==> config.mk <==
export PLATFORM = sky130hd
export DESIGN_NAME = serial_bit_feeder
export DESIGN_NICKNAME = d
export VERILOG_FILES = /design/src/rtl/serial_bit_feeder.sv
export SDC_FILE = /design/constraint.sdc
export NUM_CORES = 1
export LEC_CHECK = 0
export CAP_MARGIN = 40
export CORE_MARGIN = 10
export CORE_UTILIZATION = 59
export CTS_BUF_LIST = sky130_fd_sc_hd__clkbuf_2 sky130_fd_sc_hd__clkbuf_4 sky130_fd_sc_hd__clkbuf_8
export DETAILED_ROUTE_END_ITERATION = 12
export GPL_TIMING_DRIVEN = 0
export PLACE_DENSITY = 0.91
export SLEW_MARGIN = 20
export SYNTH_ARGS = -nofsm -noshare
export SYNTH_HDL_FRONTEND = slang
export SYNTH_SLANG_ARGS = --single-unit
==> constraint.sdc <==
create_clock -name clk -period 3.8 [get_ports clk]
set_input_delay 0.76 -clock clk [delete_from_list [all_inputs] [get_ports clk]]
set_output_delay 0.76 -clock clk [all_outputs]
set_load 0.01 [all_outputs]
==> src/rtl/serial_bit_feeder.sv <==
// Parallel-to-serial feeder: WIDTH-bit words in over valid/ready, MSB-first bits out on x.
// Define SERIAL_FEEDER_PARITY_EN to append one even-parity bit after each word.
module serial_bit_feeder #(
  parameter int   WIDTH    = 8,
  parameter logic IDLE_BIT = 1'b0
) (
  input  logic             clk,
  input  logic             rst,
  input  logic [WIDTH-1:0] in_data,
  input  logic             in_valid,
  output logic             in_ready,
  output logic             x,
  output logic             x_valid,
  output logic             word_done,
  output logic             busy
);

  localparam int CW = $clog2(WIDTH + 1);
  localparam logic [CW-1:0] CNT_LAST = CW'(WIDTH);
  localparam logic [CW-1:0] CNT_ONE  = CW'(1);
  localparam logic [CW-1:0] CNT_ZERO = CW'(0);

`ifdef SERIAL_FEEDER_PARITY_EN
  typedef enum logic [1:0] {IDLE = 2'd0, SHIFT = 2'd1, PARITY = 2'd2} state_t;

  function automatic logic even_parity(input logic [WIDTH-1:0] w);
    return ^w;
  endfunction
`else
  localparam logic [CW-1:0] CNT_PRE_LAST = CW'(WIDTH - 1);
  typedef enum logic [1:0] {IDLE = 2'd0, SHIFT = 2'd1} state_t;
`endif

  state_t           state_r, state_nxt_s;
  logic [WIDTH-1:0] hold_r, hold_nxt_s;
  logic             hold_full_r, hold_full_nxt_s;
  logic [WIDTH-1:0] sh_r, sh_nxt_s;
  logic [CW-1:0]    cnt_r, cnt_nxt_s;
  logic             x_r, x_nxt_s;
  logic             x_valid_r, x_valid_nxt_s;
  logic             word_done_r, word_done_nxt_s;
  logic             load_s;
`ifdef SERIAL_FEEDER_PARITY_EN
  logic             par_r, par_nxt_s;
`endif

  assign in_ready  = rst && !hold_full_r;
  assign busy      = (state_r != IDLE) || hold_full_r;
  assign x         = x_r;
  assign x_valid   = x_valid_r;
  assign word_done = word_done_r;

  // Next-state, serializer and hold-buffer logic.
  always_comb begin
    state_nxt_s     = state_r;
    hold_nxt_s      = hold_r;
    hold_full_nxt_s = hold_full_r;
    sh_nxt_s        = sh_r;
    cnt_nxt_s       = cnt_r;
    x_nxt_s         = x_r;
    x_valid_nxt_s   = x_valid_r;
    word_done_nxt_s = 1'b0;
    load_s          = 1'b0;
`ifdef SERIAL_FEEDER_PARITY_EN
    par_nxt_s       = par_r;
`endif
    case (state_r)
      IDLE: begin
        if (hold_full_r) begin
          load_s = 1'b1;
        end else begin
          x_nxt_s       = IDLE_BIT;
          x_valid_nxt_s = 1'b0;
        end
      end
      SHIFT: begin
        if (cnt_r != CNT_LAST) begin
          x_nxt_s   = sh_r[WIDTH-1];
          sh_nxt_s  = sh_r << 1'b1;
          cnt_nxt_s = cnt_r + CNT_ONE;
`ifdef SERIAL_FEEDER_PARITY_EN
          word_done_nxt_s = 1'b0;
        end else begin
          state_nxt_s     = PARITY;
          x_nxt_s         = par_r;
          x_valid_nxt_s   = 1'b1;
          word_done_nxt_s = 1'b1;
        end
      end
      PARITY: begin
        if (hold_full_r) begin
          load_s = 1'b1;
        end else begin
          state_nxt_s   = IDLE;
          x_nxt_s       = IDLE_BIT;
          x_valid_nxt_s = 1'b0;
        end
      end
`else
          word_done_nxt_s = (cnt_r == CNT_PRE_LAST);
        end else if (hold_full_r) begin
          load_s = 1'b1;
        end else begin
          state_nxt_s   = IDLE;
          x_nxt_s       = IDLE_BIT;
          x_valid_nxt_s = 1'b0;
        end
      end
`endif
      default: begin
        state_nxt_s   = IDLE;
        x_nxt_s       = IDLE_BIT;
        x_valid_nxt_s = 1'b0;
      end
    endcase

    // Load and accept are exclusive: a load needs hold_full, an accept needs it clear.
    if (load_s) begin
      state_nxt_s     = SHIFT;
      x_nxt_s         = hold_r[WIDTH-1];
      x_valid_nxt_s   = 1'b1;
      sh_nxt_s        = hold_r << 1'b1;
      cnt_nxt_s       = CNT_ONE;
      hold_full_nxt_s = 1'b0;
`ifdef SERIAL_FEEDER_PARITY_EN
      par_nxt_s       = even_parity(hold_r);
`endif
    end else if (in_valid && in_ready) begin
      hold_nxt_s      = in_data;
      hold_full_nxt_s = 1'b1;
    end else begin
      hold_nxt_s      = hold_r;
    end
  end

  // State and datapath registers; reset discards any partial or held word.
  always_ff @(posedge clk or negedge rst) begin
    if (!rst) begin
      state_r     <= IDLE;
      hold_r      <= {WIDTH{1'b0}};
      hold_full_r <= 1'b0;
      sh_r        <= {WIDTH{1'b0}};
      cnt_r       <= CNT_ZERO;
      x_r         <= IDLE_BIT;
      x_valid_r   <= 1'b0;
      word_done_r <= 1'b0;
`ifdef SERIAL_FEEDER_PARITY_EN
      par_r       <= 1'b0;
`endif
    end else begin
      state_r     <= state_nxt_s;
      hold_r      <= hold_nxt_s;
      hold_full_r <= hold_full_nxt_s;
      sh_r        <= sh_nxt_s;
      cnt_r       <= cnt_nxt_s;
      x_r         <= x_nxt_s;
      x_valid_r   <= x_valid_nxt_s;
      word_done_r <= word_done_nxt_s;
`ifdef SERIAL_FEEDER_PARITY_EN
      par_r       <= par_nxt_s;
`endif
    end
  end

endmodule

# After elaboration in Yosys (flattened, before gate mapping)

Index checks and enable logic that the tools add are counted.
W data, S select, Z words.

Output and inout port bits: 5
Bits of input ports: 11
Register bits: 26

Equal/unequal tests: 6
Bitwise logic cells: 1
Mux-type cells: 25
Add/sub/neg operators: 1
Reductions and logical operators: 12

Operator list:

| operator              | number |
|---|---|
| $mux W8               | 3 |
| $mux W1               | 12 |
| $mux W4               | 3 |
| $reduce_bool A2 Y1    | 4 |
| $mux W2               | 3 |
| $ne A3 B3 Y1 const B  | 2 |
| $pmux W1 S2           | 3 |
| $add A4 B1 Y4 const B | 1 |
| $eq A4 B3 Y1 const B  | 1 |
| $ne A4 B4 Y1 const B  | 1 |
| $pmux W2 S2           | 1 |
| $reduce_and A2 Y1     | 2 |
| $reduce_and A3 Y1     | 1 |
| $eq A2 B1 Y1 const B  | 1 |
| $logic_and A1 B1 Y1   | 2 |
| $logic_not A2 Y1      | 1 |
| $ne A2 B2 Y1 const B  | 1 |
| $logic_not A1 Y1      | 1 |
| $logic_or A1 B1 Y1    | 1 |
| $not A1 Y1            | 1 |

# Depth between registers and ports, before layout

Depth in word-level cells: 5
Mapped depth: 6
Gate-level depth less buffers: 5

# Worst setup path after synthesis

Ideal clock, no wire load.

Path kind: reg2out
From: register hold_full_r
To: output busy
Arrival time: 995 ps
Path buffers: 2
Path slack: 2,045 ps
Required time: 3,040 ps
Stages on the path, launching flop included: 4
Cells stage by stage: dfrtp_1 > buf_6 > buf_2 > or2_2

Word-level cells in the longest chain between the ends: 1

RTL lines:

| item                   | RTL line | RTL |
|---|---|---|
| start, declared        | 36       | `logic hold_full_r, hold_full_nxt_s;` |
| start signal, assigned | 153      | `hold_full_r <= hold_full_nxt_s;` |
| $logic_or A1 B1 Y1     | 48       | `assign busy = (state_r != IDLE) \|\| hold_full_r;` |
| end, declared          | 15       | `output logic busy` |

Every way passes these cells.

# Worst setup path after layout

From: input rst
To: output in_ready

Word-level cells in the longest chain between the ends: 1

RTL lines:

| item                | RTL line | RTL |
|---|---|---|
| start, declared     | 8        | `input logic rst,` |
| $logic_and A1 B1 Y1 | 47       | `assign in_ready = rst && !hold_full_r;` |
| end, declared       | 11       | `output logic in_ready,` |

Every way passes these cells.

==> impl_metrics.json <==
{
  "synth-edff-count": 0,
  "cp.arrival_ns": 2.44,
  "finalWirelength_microns": 2004,
  "postCtsSetupRepairBufs": 0,
  "drt-initial-drc-count": 6,
  "layout_common_cells": "24 x dfrtp_1, 15 x clkdlybuf4s50_1, 10 x nand3_1, 8 x mux2_2",
  "final_core_util": 0.7541,
  "routabilityCongestion": 0.8509,
  "design_area_sq_mm": 0.001316,
  "cap_violations": 0,
  "required_ns": 3.04,
  "ant_nets": 0,
  "yosys_warnings": 0,
  "r2r-start": "cnt_r[1]",
  "avgSynthCellArea_sq_um": 12.33,
  "n_antenna_cell": 0,
  "rsz0062_at_grt": "false",
  "synthesis.nets": 102,
  "cts_max_level": 1,
  "postCtsHoldBufs": 0,
  "crit_type": "in -> out",
  "cts_resized": 0,
  "crit_path_end_kind": "output pin",
  "synthCells": 89,
  "portBuffers": 15,
  "critPathLaunchType": "primary input",
  "clockRootBuffer": "clkbuf_4",
  "ir_drop_uv": 535.2,
  "period_share": 0.8413,
  "slew_headroom": 0.6155,
  "r2r_slack_ns": 2.32,
  "post-place-cells": 130,
  "dpl.hpwl_microns": 1497,
  "design.die.area_sq_mm": 0.003985,
  "wire_per_inst_microns": 15.07,
  "pre_cts_ws_ns": 0.5663,
  "fin_worst_skew_ns": 0.002113,
  "drive_above_1_share": 0.2407,
  "fin_crit_ns": 3.197,
  "holdPathEnd": "word_done",
  "final-hold-violation-count": 0,
  "power.density_mw_per_mm2": 727.3,
  "dieWidth_microns": 63.13,
  "vias": 726,
  "whs_path_depth": 1,
  "grt.total_usage": 0.1073,
  "numCtsBuffers": 3,
  "first_global_vias": 807,
  "async_flop_share": 1.000,
  "antenna_found_initial": 0,
  "min-delay-start": "cnt_r[3]",
  "clkSinkCount": 24,
  "reg2regPathDepth": 5,
  "area_growth_pct": 19.95,
  "synth_area_sq_mm": 0.001097,
  "io_pins": 16,
  "grt_remaining_overflow": 0,
  "start_util": 0.6287,
  "synth_ff_type": "dfrtp_1",
  "cts_tree": "done",
  "vias_per_cell": 5.459,
  "final_common_cell": "dfrtp_1",
  "clockBufferDepth": 2,
  "ys_seq_area_frac": 0.5473,
  "crit_fanout": 12,
  "yosysUniqueCellTypes": 25,
  "cts.clk_slew.worst_paths_ns": 0.12,
  "worst_pin_slew_ns": 0.5749,
  "grt_pass1_wl_microns": 3525,
  "drv_slew": 0,
  "drc": 0,
  "num_rows": 15,
  "regToRegEndpoint": "x_valid",
  "layout.cells.non_filler": 133,
  "clk_latency_ns": 0.31,
  "dr.pass1.iters": 4,
  "setup_slack_ns": 0.6032,
  "ys_ff_latch": 24,
  "grt_max_degree": 15,
  "hold_path.class": "reg -> reg",
  "setup_tns_ns": 0,
  "final_nets": 123,
  "place_area_sq_mm": 0.001294,
  "die_h_microns": 63.13,
  "max_freq_ghz": 0.3128,
  "final-setup-viol-count": 0,
  "power_leakage_nw": 0.5960,
  "status": "completed",
  "core-area_sq_mm": 0.001745
}
-- report_power, final --
| part | switching (W) | internal, W | leakage, nW |
|---|---|---|---|
| combinational | 0.000200 | 0.000222 | 0.286 |
| sequential | 0.0000639 | 0.000363 | 0.296 |
| clock | 0.0000721 | 0.0000371 | 0.0138 |
| total | 0.000336 | 0.000622 | 0.596 |
-- worst max path at each step --
stage	start	endpoint	slack, ns	cells after the start
after floorplan	hold_full_r	busy	2.04	3
after global placement	rst	in_ready	0.13	3
after detailed placement	rst	in_ready	0.57	3
after CTS	rst	in_ready	0.55	3
after global routing	rst	in_ready	0.48	3
final	rst	in_ready	0.60	3
-- stage by stage --
stage	hold slack (ns)	total power [W]
2_1_floorplan	0.4606	0.0007381
3_3_place_gp	0.4872	0.0008279
3_5_place_dp	0.4968	0.0008569
4_1_cts	0.5214	0.0009638
5_1_grt	0.5378	0.001031
6_report	0.5217	0.0009574
-- cell usage after synthesis, types with 2 or more instances --
master | number | area, sq um
dfrtp_1 | 24 | 600.6
nand3_1 | 10 | 50.05
mux2_2 | 8 | 90.09
mux2i_1 | 7 | 70.07
o21ai_1 | 7 | 35.03
buf_2 | 4 | 20.02
inv_1 | 4 | 15.01
nand2_1 | 3 | 11.26
buf_6 | 2 | 22.52
ha_1 | 2 | 25.02
nand3b_1 | 2 | 15.01
nand4_1 | 2 | 12.51
or2_2 | 2 | 12.51
-- layer usage --
metal,wire length (microns),track usage,share of wire,vias up
li1,-,-,-,353
met1,853,0.1149,0.43,358
met2,1038,0.1865,0.52,11
met3,82,0.03357,0.041,4
met4,29,0.05028,0.014,0
met5,0,0,0,-
-- cell type report --
class | instances | area (sq um)
flip-flops and latches | 24 | 600.6
plain buffers | 6 | 42.54
multi-input cells | 55 | 439.2
clock buffers | 3 | 22.52
repair buffers | 16 | 165.2
well taps | 25 | 31.28
inverters | 4 | 15.01
fillers | 121 | 429.2
-- state kept, by name, summed over array words and instances, names as in the netlist --
register	flops
cnt_r	4
hold_full_r	1
hold_r	8
sh_r	7
state_r	1
word_done	1
x	1
x_valid	1
-- kinds of logic after synthesis --
group / after synthesis / synth area share
and+or+nand+nor: 25 / 0.1391
AOI/OAI and AO/OA: 12 / 0.07867
buffers and inverters: 10 / 0.05245
adders and majority gates: 2 / 0.02280
DFF: 24 / 0.5473
muxes: 16 / 0.1596
-- worst max-delay path, cell delays in order --
cell and delay (ns):
clkdlybuf4s50_1 0.83, nor2b_4 0.29, clkdlybuf4s50_1 0.55
Power figures use the tool's default switching activity.
